### src/rtl/rf_wb_arbiter_pkg.sv
// Shared widths, default starvation limit and writeback source IDs for the
// register-file writeback arbiter.
package rf_wb_arbiter_pkg;

    localparam int RAW            = 5;
    localparam int DW             = 32;
    localparam int STARVE_MAX_DEF = 3;

    typedef enum logic {
        WB_SRC_EXU = 1'b0,
        WB_SRC_LSU = 1'b1
    } wb_src_e;

endpackage

### src/rtl/rf_wb_arbiter_wb_starve_cnt.sv
// Saturating count of consecutive cycles a valid EXU request lost arbitration;
// o_starved forces the next EXU grant.
module wb_starve_cnt #(
    parameter int STARVE_MAX = 3
) (
    input  logic clk,
    input  logic rst,
    input  logic i_clr,
    input  logic i_inc,
    output logic o_starved
);

    localparam int CW = (STARVE_MAX < 1) ? 1 : $clog2(STARVE_MAX + 1);

    logic [CW-1:0] r_cnt;

    assign o_starved = (r_cnt == CW'(STARVE_MAX));

    // NOTE: sequential state uses non-blocking assignments so every flop samples pre-edge values.
    always_ff @(posedge clk) begin
        if (rst || i_clr) begin
            r_cnt <= '0;
        end else if (i_inc && !o_starved) begin
            r_cnt <= r_cnt + 1'b1;
        end
    end

endmodule

### src/rtl/rf_wb_arbiter.sv
// Arbitrates the register-file write port between EXU and LSU writebacks
// (LSU priority, EXU anti-starvation), one registered stage. WB_FWD_EN adds forwarding.
module rf_wb_arbiter #(
    parameter int RAW        = rf_wb_arbiter_pkg::RAW,
    parameter int DW         = rf_wb_arbiter_pkg::DW,
    parameter int STARVE_MAX = rf_wb_arbiter_pkg::STARVE_MAX_DEF
) (
    input  logic           clk,
    input  logic           rst,
    input  logic           i_exu_valid,
    output logic           o_exu_ready,
    input  logic [RAW-1:0] i_exu_rd,
    input  logic [DW-1:0]  i_exu_data,
    input  logic           i_lsu_valid,
    output logic           o_lsu_ready,
    input  logic [RAW-1:0] i_lsu_rd,
    input  logic [DW-1:0]  i_lsu_data,
    output logic           o_rf_write_en,
    output logic [RAW-1:0] o_rf_write_reg,
    output logic [DW-1:0]  o_rf_write_data
`ifdef WB_FWD_EN
    ,
    input  logic [RAW-1:0] i_fwd_rs1,
    input  logic [RAW-1:0] i_fwd_rs2,
    output logic           o_fwd1_hit,
    output logic           o_fwd2_hit,
    output logic [DW-1:0]  o_fwd1_data,
    output logic [DW-1:0]  o_fwd2_data
`endif
);

    import rf_wb_arbiter_pkg::*;

    logic           w_starved;
    logic           w_xfer;
    logic           w_cnt_clr;
    logic           w_cnt_inc;
    wb_src_e        w_src;
    logic [RAW-1:0] w_rd;
    logic [DW-1:0]  w_data;

    logic           r_en;
    logic [RAW-1:0] r_reg;
    logic [DW-1:0]  r_data;

    // LSU wins unless a waiting EXU request has hit the starvation limit.
    assign o_lsu_ready = !rst & i_lsu_valid & (!i_exu_valid | !w_starved);
    assign o_exu_ready = !rst & i_exu_valid & !o_lsu_ready;
    assign w_xfer      = o_lsu_ready | o_exu_ready;

    assign w_cnt_clr = !i_exu_valid | o_exu_ready;
    assign w_cnt_inc = i_exu_valid & !o_exu_ready;

    wb_starve_cnt #(
        .STARVE_MAX (STARVE_MAX)
    ) u_starve_cnt (
        .clk       (clk),
        .rst       (rst),
        .i_clr     (w_cnt_clr),
        .i_inc     (w_cnt_inc),
        .o_starved (w_starved)
    );

    // NOTE: every combinational output gets a default first, so no path infers a latch.
    always_comb begin
        w_src  = o_exu_ready ? WB_SRC_EXU : WB_SRC_LSU;
        w_rd   = i_lsu_rd;
        w_data = i_lsu_data;
        case (w_src)
            WB_SRC_EXU: begin
                w_rd   = i_exu_rd;
                w_data = i_exu_data;
            end
            default: begin
                w_rd   = i_lsu_rd;
                w_data = i_lsu_data;
            end
        endcase
    end

    // Writes to x0 are accepted upstream but never enabled at the file.
    always_ff @(posedge clk) begin
        if (rst) begin
            r_en   <= 1'b0;
            r_reg  <= '0;
            r_data <= '0;
        end else begin
            r_en <= w_xfer && (w_rd != '0);
            if (w_xfer) begin
                r_reg  <= w_rd;
                r_data <= w_data;
            end
        end
    end

    assign o_rf_write_en   = r_en;
    assign o_rf_write_reg  = r_reg;
    assign o_rf_write_data = r_data;

`ifdef WB_FWD_EN
    // The file's read ports still return old data while this write is pending.
    assign o_fwd1_hit  = r_en && (i_fwd_rs1 == r_reg) && (i_fwd_rs1 != '0);
    assign o_fwd2_hit  = r_en && (i_fwd_rs2 == r_reg) && (i_fwd_rs2 != '0);
    assign o_fwd1_data = r_data;
    assign o_fwd2_data = r_data;
`endif

endmodule
### config.mk
export PLATFORM = sky130hd
export DESIGN_NAME = rf_wb_arbiter
export DESIGN_NICKNAME = d
export VERILOG_FILES = /design/src/rtl/rf_wb_arbiter_pkg.sv /design/src/rtl/rf_wb_arbiter_wb_starve_cnt.sv /design/src/rtl/rf_wb_arbiter.sv
export SDC_FILE = /design/constraint.sdc
export NUM_CORES = 1
export LEC_CHECK = 0
export ABC_AREA = 1
export BUFFER_PORTS_ARGS = -buffer_cell sky130_fd_sc_hd__buf_2
export CAP_MARGIN = 15
export CORE_ASPECT_RATIO = 0.8
export CORE_MARGIN = 3
export CORE_UTILIZATION = 38
export DETAILED_ROUTE_END_ITERATION = 10
export HOLD_SLACK_MARGIN = 0.02
export PLACE_DENSITY = 0.85
export SYNTH_ARGS = -nofsm -noshare
export SYNTH_HDL_FRONTEND = slang
export SYNTH_SLANG_ARGS = --single-unit
### constraint.sdc
create_clock -name clk -period 1.3 [get_ports clk]
set_input_delay 0.39 -clock clk [delete_from_list [all_inputs] [get_ports clk]]
set_output_delay 0.39 -clock clk [all_outputs]
set_load 0.05 [all_outputs]
==> impl_metrics.csv, run 1 <==
group,metric,value,unit
logic_synthesis,synth-seq-cells,40,
critical_path,required,910,ps
layout,nNetsFinal,462,
die,initial_core_util,0.416,
clocking,cts-root-buf,"clkbuf_8",
power,p_leak,1.61,nW
sta,slew_headroom,0.771,
logic_synthesis,synthDominantCellAreaShare,0.439,
routing,antenna_left,0,
clocking,clk_pin_slew_worst_paths,80,ps
sta,period_needed,1610,ps
critical_path,worst_path_most_repeated_cell,"nand2_4",
sta,hold_viol_final,0,
sta,finalMaxSlewViolations,0,
routing,dr.pass1.iters,4,
power,powerDensity,1210,mW/mm²
power,combinationalPowerShare,0.361,
layout,n_fill_cell,347,
grt,grt_max_degree,29,
logic_synthesis,synth_area_leaders,"dfxtp_1 44%, a21oi_1 14%, nand2_1 11%, o21ai_0 7.1%, inv_1 4.7%",
routing,met2_length,3.22,mm
critical_path,worstPathMaxFanout,3,
sta,rsz0062_at_grt,"true",
placed_design,port_buffers,117,
grt,grtUsageTotal,0.186,
grt,grt.overflow.total,0,
grt,grt_pass1_wl,8.68,mm
routing,wl_per_cell,14.3,µm
power,p_int,2.41,mW
layout,largest_reg_flops,32,
sta,setup_viol,42,
critical_path,worstPathCellList,"ha_4 > nand2_4 > nand3_4 > nand2_4 > inv_4 > buf_8",
power,power_switching,1.38,mW
clocking,cts_inserted_buffers,5,
logic_synthesis,synth_area,0.00183,mm²
clocking,htree_levels,2,
hold_path,hold_path.class,"input pin to flop",
critical_path,cp_data_arrival_time,1220,ps
routing,highest_layer,"met4",
clocking,cts-hold-fix-buffers,0,
grt,antenna_found_initial,0,
routing,met1_length,2.53,mm
critical_path,crit_path_start_kind,"flop",
clocking,cts.sink_count,40,
outcome,violations,"setup timing",
power,swShare,0.364,
layout,areaGrowthSynthToFinish,71.6,%
routing,via_per_inst,5.03,
sta,fin_setup_tns,-8090,ps
die,core-area,0.00439,mm²
die,die_height,68.0,µm
sta,final.setup.worst_slack,-305,ps
critical_path,cp-end-kind,"output pin",
logic_synthesis,yosysTopAreaCell,"dfxtp_1",
clocking,clockBufferDepth,2,
logic_synthesis,ys_warn_count,0,
power,p_clk_frac,0.260,
die,die_area,0.00568,mm²
routing,post-route-drc-count,0,
placed_design,hpwl,4.03,mm
critical_path,slowest_stage,"dfxtp_2",
die,ios,118,
sta,fin_skew,6.48,ps
routing,drtIter0Drc,120,
logic_synthesis,ys_seq_area_frac,0.439,
outcome,status,"finished, violations left",
logic_synthesis,synth.distinct_cells,23,
logic_synthesis,synthCells,248,
logic_synthesis,syn_area_per_cell,7.36,µm²
placed_design,pre_cts_ws,-269,ps
die,die_width,83.5,µm
sta,fmax,623,MHz
clocking,clk-insertion-delay-late,280,ps
grt,grt_pass1_vias,1980,
die,num_rows,21,
clocking,cts_tree,"done",
power,peakVddDrop,683,µV
layout,drive_above_1_share,0.586,
routing,dr_total_vias,2219,
sta,fin_crit_sh,1.23,
sta,worstMarginPinSlew,340,ps
job,cap_violations,0,
placed_design,gp_congestion,0.839,
critical_path,max_stage_delay,340,ps
power,power_frac_seq,0.379,
routing,wl_met3,423,µm
logic_synthesis,mappedNetlistNets,327,
routing,drt_wl_total,6.29,mm
critical_path,crit_type,"flop to output pin",
layout,diodes,0,
==> worst max-delay path, delay by kind of cell, from the launching register on <==
family / cells / cell delay [ps]
DFF: 1 / 340
and+or+nand+nor: 3 / 250
adders and majority gates: 1 / 160
buffers and inverters: 2 / 180
==> Yosys cell counts <==
library cell,instances
nand3b_1,2
buf_2,8
nand2_4,1
nand3_2,1
inv_2,2
ha_1,1
a21oi_1,50
buf_6,4
inv_4,1
o21ai_0,26
inv_1,23
o21ai_2,2
o21ai_1,1
nor2_1,2
clkbuf_1,4
nand3_1,11
buf_4,1
nand2_1,54
o211ai_1,10
dfxtp_1,40
a21o_1,2
buf_1,1
nand2_2,1
==> power by group through the flow <==
stage / clock network [mW] / logic [mW] / registers (mW)
2_1_floorplan: 0 / 0.318 / 1.92
3_3_place_gp: 0 / 1.13 / 1.45
3_5_place_dp: 0 / 1.14 / 1.45
4_1_cts: 1.02 / 1.18 / 1.43
5_1_grt: 1.07 / 1.45 / 1.45
6_report: 0.988 / 1.37 / 1.44
==> per-layer routing <==
layer	track usage	vias to the layer above
met4	0.0502	0
met3	0.0505	10
met1	0.221	1036
met5	0	-
met2	0.339	80
li1	-	1093
==> area by class of cell <==
| type | count | area, µm² | area share |
|---|---|---|---|
| sequential | 40 | 803 | 0.256 |
| inverter | 26 | 106 | 0.0339 |
| tap | 57 | 71.3 | 0.0228 |
| multi-input combinational | 164 | 1040 | 0.333 |
| clock buffer | 5 | 68.8 | 0.0220 |
| timing repair buffer | 146 | 996 | 0.318 |
| clock inverter | 3 | 42.5 | 0.0136 |
==> what timing repair did <==
item | 4_1_cts | 5_1_grt
setup buffers | 3 | 6
hold endpoints to repair | 0 | 0
pin swaps | 2 | 20
gates cloned | 2 | 1
resized for setup | 26 | 102
endpoints found under the setup margin | 42 | 69
==> per-stage QoR <==
| step | std cells | util | power, mW | hold slack [ps] | area (µm²) |
|---|---|---|---|---|---|
| after floorplan | 248 | - | 2.24 | 474 | 1830 |
| after global placement | 421 | 0.577 | 2.57 | 475 | 2530 |
| after detailed placement | 421 | 0.577 | 2.59 | 484 | 2530 |
| after CTS | 434 | 0.631 | 3.63 | 330 | 2770 |
| after global routing | 441 | 0.714 | 3.97 | 335 | 3130 |
| final | 441 | 0.714 | 3.79 | 338 | 3130 |
==> cell families (layout without fill, tap and decap cells) <==
group / after synthesis / count (layout) / share of synthesized area
AOI/OAI and AO/OA: 91 / 91 / 0.270
and+or+nand+nor: 72 / 72 / 0.169
buffers and inverters: 44 / 180 / 0.116
DFF: 40 / 40 / 0.439
adders and majority gates: 1 / 1 / 0.00685
==> path summary, 6_finish.rpt <==
path                         start                   to  slack, ps  cells past startpoint
max          u_starve_cnt.r_cnt[0]          o_exu_ready       -310                      6
min                  i_lsu_data[1]   o_rf_write_data[1]        340                      3
max reg2reg  u_starve_cnt.r_cnt[1]  o_rf_write_data[13]       -300                     12
min reg2reg      o_rf_write_reg[1]    o_rf_write_reg[1]        510                      2
==> cells in the final DEF, fill, tap and decap left out, types with 2 or more instances in the layout <==
cell / count
a21oi_1: 31
buf_12: 3
buf_4: 25
nand2_2: 32
nand2_1: 18
dfxtp_1: 38
inv_1: 22
inv_4: 2
dfxtp_2: 2
buf_2: 83
a21o_1: 2
a21oi_2: 19
buf_8: 4
o21ai_0: 26
clkinvlp_4: 2
buf_6: 6
nand2_4: 6
o211ai_1: 10
clkbuf_4: 24
nand3_1: 8
nand3_2: 3
clkbuf_8: 5
nand3b_1: 2
(Power assumes the default switching activity.)
==> run 2: changes to the inputs <==
CORE_ASPECT_RATIO = not set   (was 0.8)
==> run 2 against run 1 <==
  * The flow still finishes with violations (setup timing)
  * Via count rose by 1.2%
  * Sequential cell count did not move
  * Core utilization increased by 3.6 points
  * Clock power is 12% higher
  * Count of clock-buffer cells in the layout grew 2
  * Worst hold slack got worse by 0.51 ps
  * Highest routed layer unchanged
==> impl_metrics.csv, run 2 (same netlist as run 1, synthesis figures left out) <==
group,metric,value,unit
outcome,status,"finished, violations left",
outcome,violations,"setup timing",
grt,grt_pass1_wl,8.66,mm
layout,fin_area,0.00338,mm²
hold_path,hold_path.class,"input pin to flop",
routing,via_per_inst,5.16,
sta,fin_skew,6.09,ps
power,peakVddDrop,668,µV
die,num_rows,24,
clocking,cts_inserted_buffers,5,
grt,grt_pass1_vias,1964,
power,p_clk_frac,0.277,
clocking,cts_tree,"done",
grt,grt_max_degree,26,
sta,fmax,598,MHz
routing,wl_per_cell,15.5,µm
clocking,clk-insertion-delay-late,290,ps
grt,antenna_found_initial,0,
routing,dr.pass1.iters,7,
layout,nNetsFinal,461,
sta,rsz0062_at_grt,"true",
sta,hold_viol_final,0,
placed_design,place_inst,419,
sta,setup_viol,40,
die,core-area,0.00450,mm²
critical_path,cp-end-kind,"output pin",
sta,period_needed,1670,ps
critical_path,cp_data_arrival_time,1280,ps
power,p_leak,1.71,nW
sta,fin_crit_sh,1.29,
placed_design,pre_cts_ws,-255,ps
clocking,cts-root-buf,"clkbuf_8",
layout,final_cells,435,
clocking,clk_pin_slew_worst_paths,80,ps
sta,fin_setup_tns,-4110,ps
power,p_int,2.56,mW
die,die_width,75.3,µm
die,die_area,0.00567,mm²
die,die_height,75.3,µm
placed_design,port_buffers,117,
job,cap_violations,0,
critical_path,r2r_end,"o_rf_write_en",
power,power_frac_seq,0.358,
critical_path,required,910,ps
routing,drtIter0Drc,52,
sta,finalMaxSlewViolations,0,
layout,final_core_util,0.750,
critical_path,r2r_cells,11,
sta,final.setup.worst_slack,-372,ps
sta,worstMarginPinSlew,260,ps
layout,largest_reg_flops,32,
power,powerDensity,1190,mW/mm²
power,combinationalPowerShare,0.365,
layout,areaGrowthSynthToFinish,85.0,%
die,initial_core_util,0.405,
grt,grt.overflow.total,0,
clocking,htree_levels,2,
critical_path,r2r_start,"u_starve_cnt.r_cnt[0]",
placed_design,hpwl,3.96,mm
power,power_switching,1.45,mW
layout,drive_above_1_share,0.634,
power,swShare,0.362,
critical_path,crit_type,"flop to output pin",
routing,drt_wl_total,6.72,mm
sta,slew_headroom,0.825,
routing,post-route-drc-count,0,
routing,dr_total_vias,2246,
clocking,cts.sink_count,40,
critical_path,worstPathMaxFanout,3,
layout,diodes,0,
critical_path,crit_path_start_kind,"flop",
critical_path,crit_start,"u_starve_cnt.r_cnt[0]",
placed_design,gp_congestion,0.822,
placed_design,place_area,0.00255,mm²
critical_path,rrSetupSlack,-200,ps
layout,final_common_cell,"buf_2",
routing,antenna_left,0,
critical_path,endpoint,"o_lsu_ready",
clocking,clockBufferDepth,2,
layout,mostFrequentLayoutCells,"86 x buf_2, 38 x dfxtp_1, 32 x nand2_4, 26 x o21ai_0, 26 x a21oi_1",
die,ios,118,
grt,grtUsageTotal,0.197,
[run 2: power groups by stage]
stage,logic (mW),registers (mW),clock network (mW)
6_report,1.46,1.44,1.11
3_5_place_dp,1.14,1.45,0
5_1_grt,1.54,1.45,1.15
4_1_cts,1.22,1.43,1.12
3_3_place_gp,1.12,1.45,0
2_1_floorplan,0.318,1.92,0
[run 2: per-layer routing]
metal | GRT usage | share of wire | routed length (µm)
met3 | 0.0488 | 0.057 | 384
met4 | 0.0427 | 0.012 | 80
met5 | 0 | 0 | 0
met2 | 0.371 | 0.56 | 3790
met1 | 0.222 | 0.37 | 2460
[run 2: cell type report]
cell class / instances / area [µm²]
multi-input combinational: 164 / 1250
fill: 340 / 1130
timing repair buffer: 145 / 1020
sequential: 40 / 803
inverter: 26 / 106
clock buffer: 7 / 96.3
tap: 52 / 65.1
clock inverter: 1 / 30.0
[run 2: worst min path at each step]
stage	cells after the start	to	slack, ps	from
floorplan	2	u_starve_cnt.r_cnt[0]	470	u_starve_cnt.r_cnt[0]
global placement	2	o_rf_write_data[8]	470	o_rf_write_data[8]
detailed placement	2	o_rf_write_data[11]	480	o_rf_write_data[11]
CTS	3	o_rf_write_data[29]	330	i_lsu_data[29]
global route	3	o_rf_write_data[22]	340	i_lsu_data[22]
finish	3	o_rf_write_data[22]	340	i_lsu_data[22]
[run 2: per-stage QoR]
stage / power, mW / hold slack, ps
floorplan: 2.24 / 474
global placement: 2.57 / 470
detailed placement: 2.60 / 477
CTS: 3.77 / 330
global route: 4.15 / 340
finish: 4.01 / 338
[run 2: what timing repair did]
| item | CTS | global route |
|---|---|---|
| setup buffers | 4 | 2 |
| gates cloned | 3 | 1 |
| hold buffers | 0 | 0 |
| pin swaps | 2 | 40 |
| resized for setup | 18 | 151 |
| setup endpoints to repair | 42 | 68 |
[run 2: critical path, cell delays in order, from the launching register on]
cell,delay [ps]
dfxtp_2,340
ha_4,160
nand2_4,60
nand3_4,90
buf_6,140
clkinvlp_4,70
buf_8,140
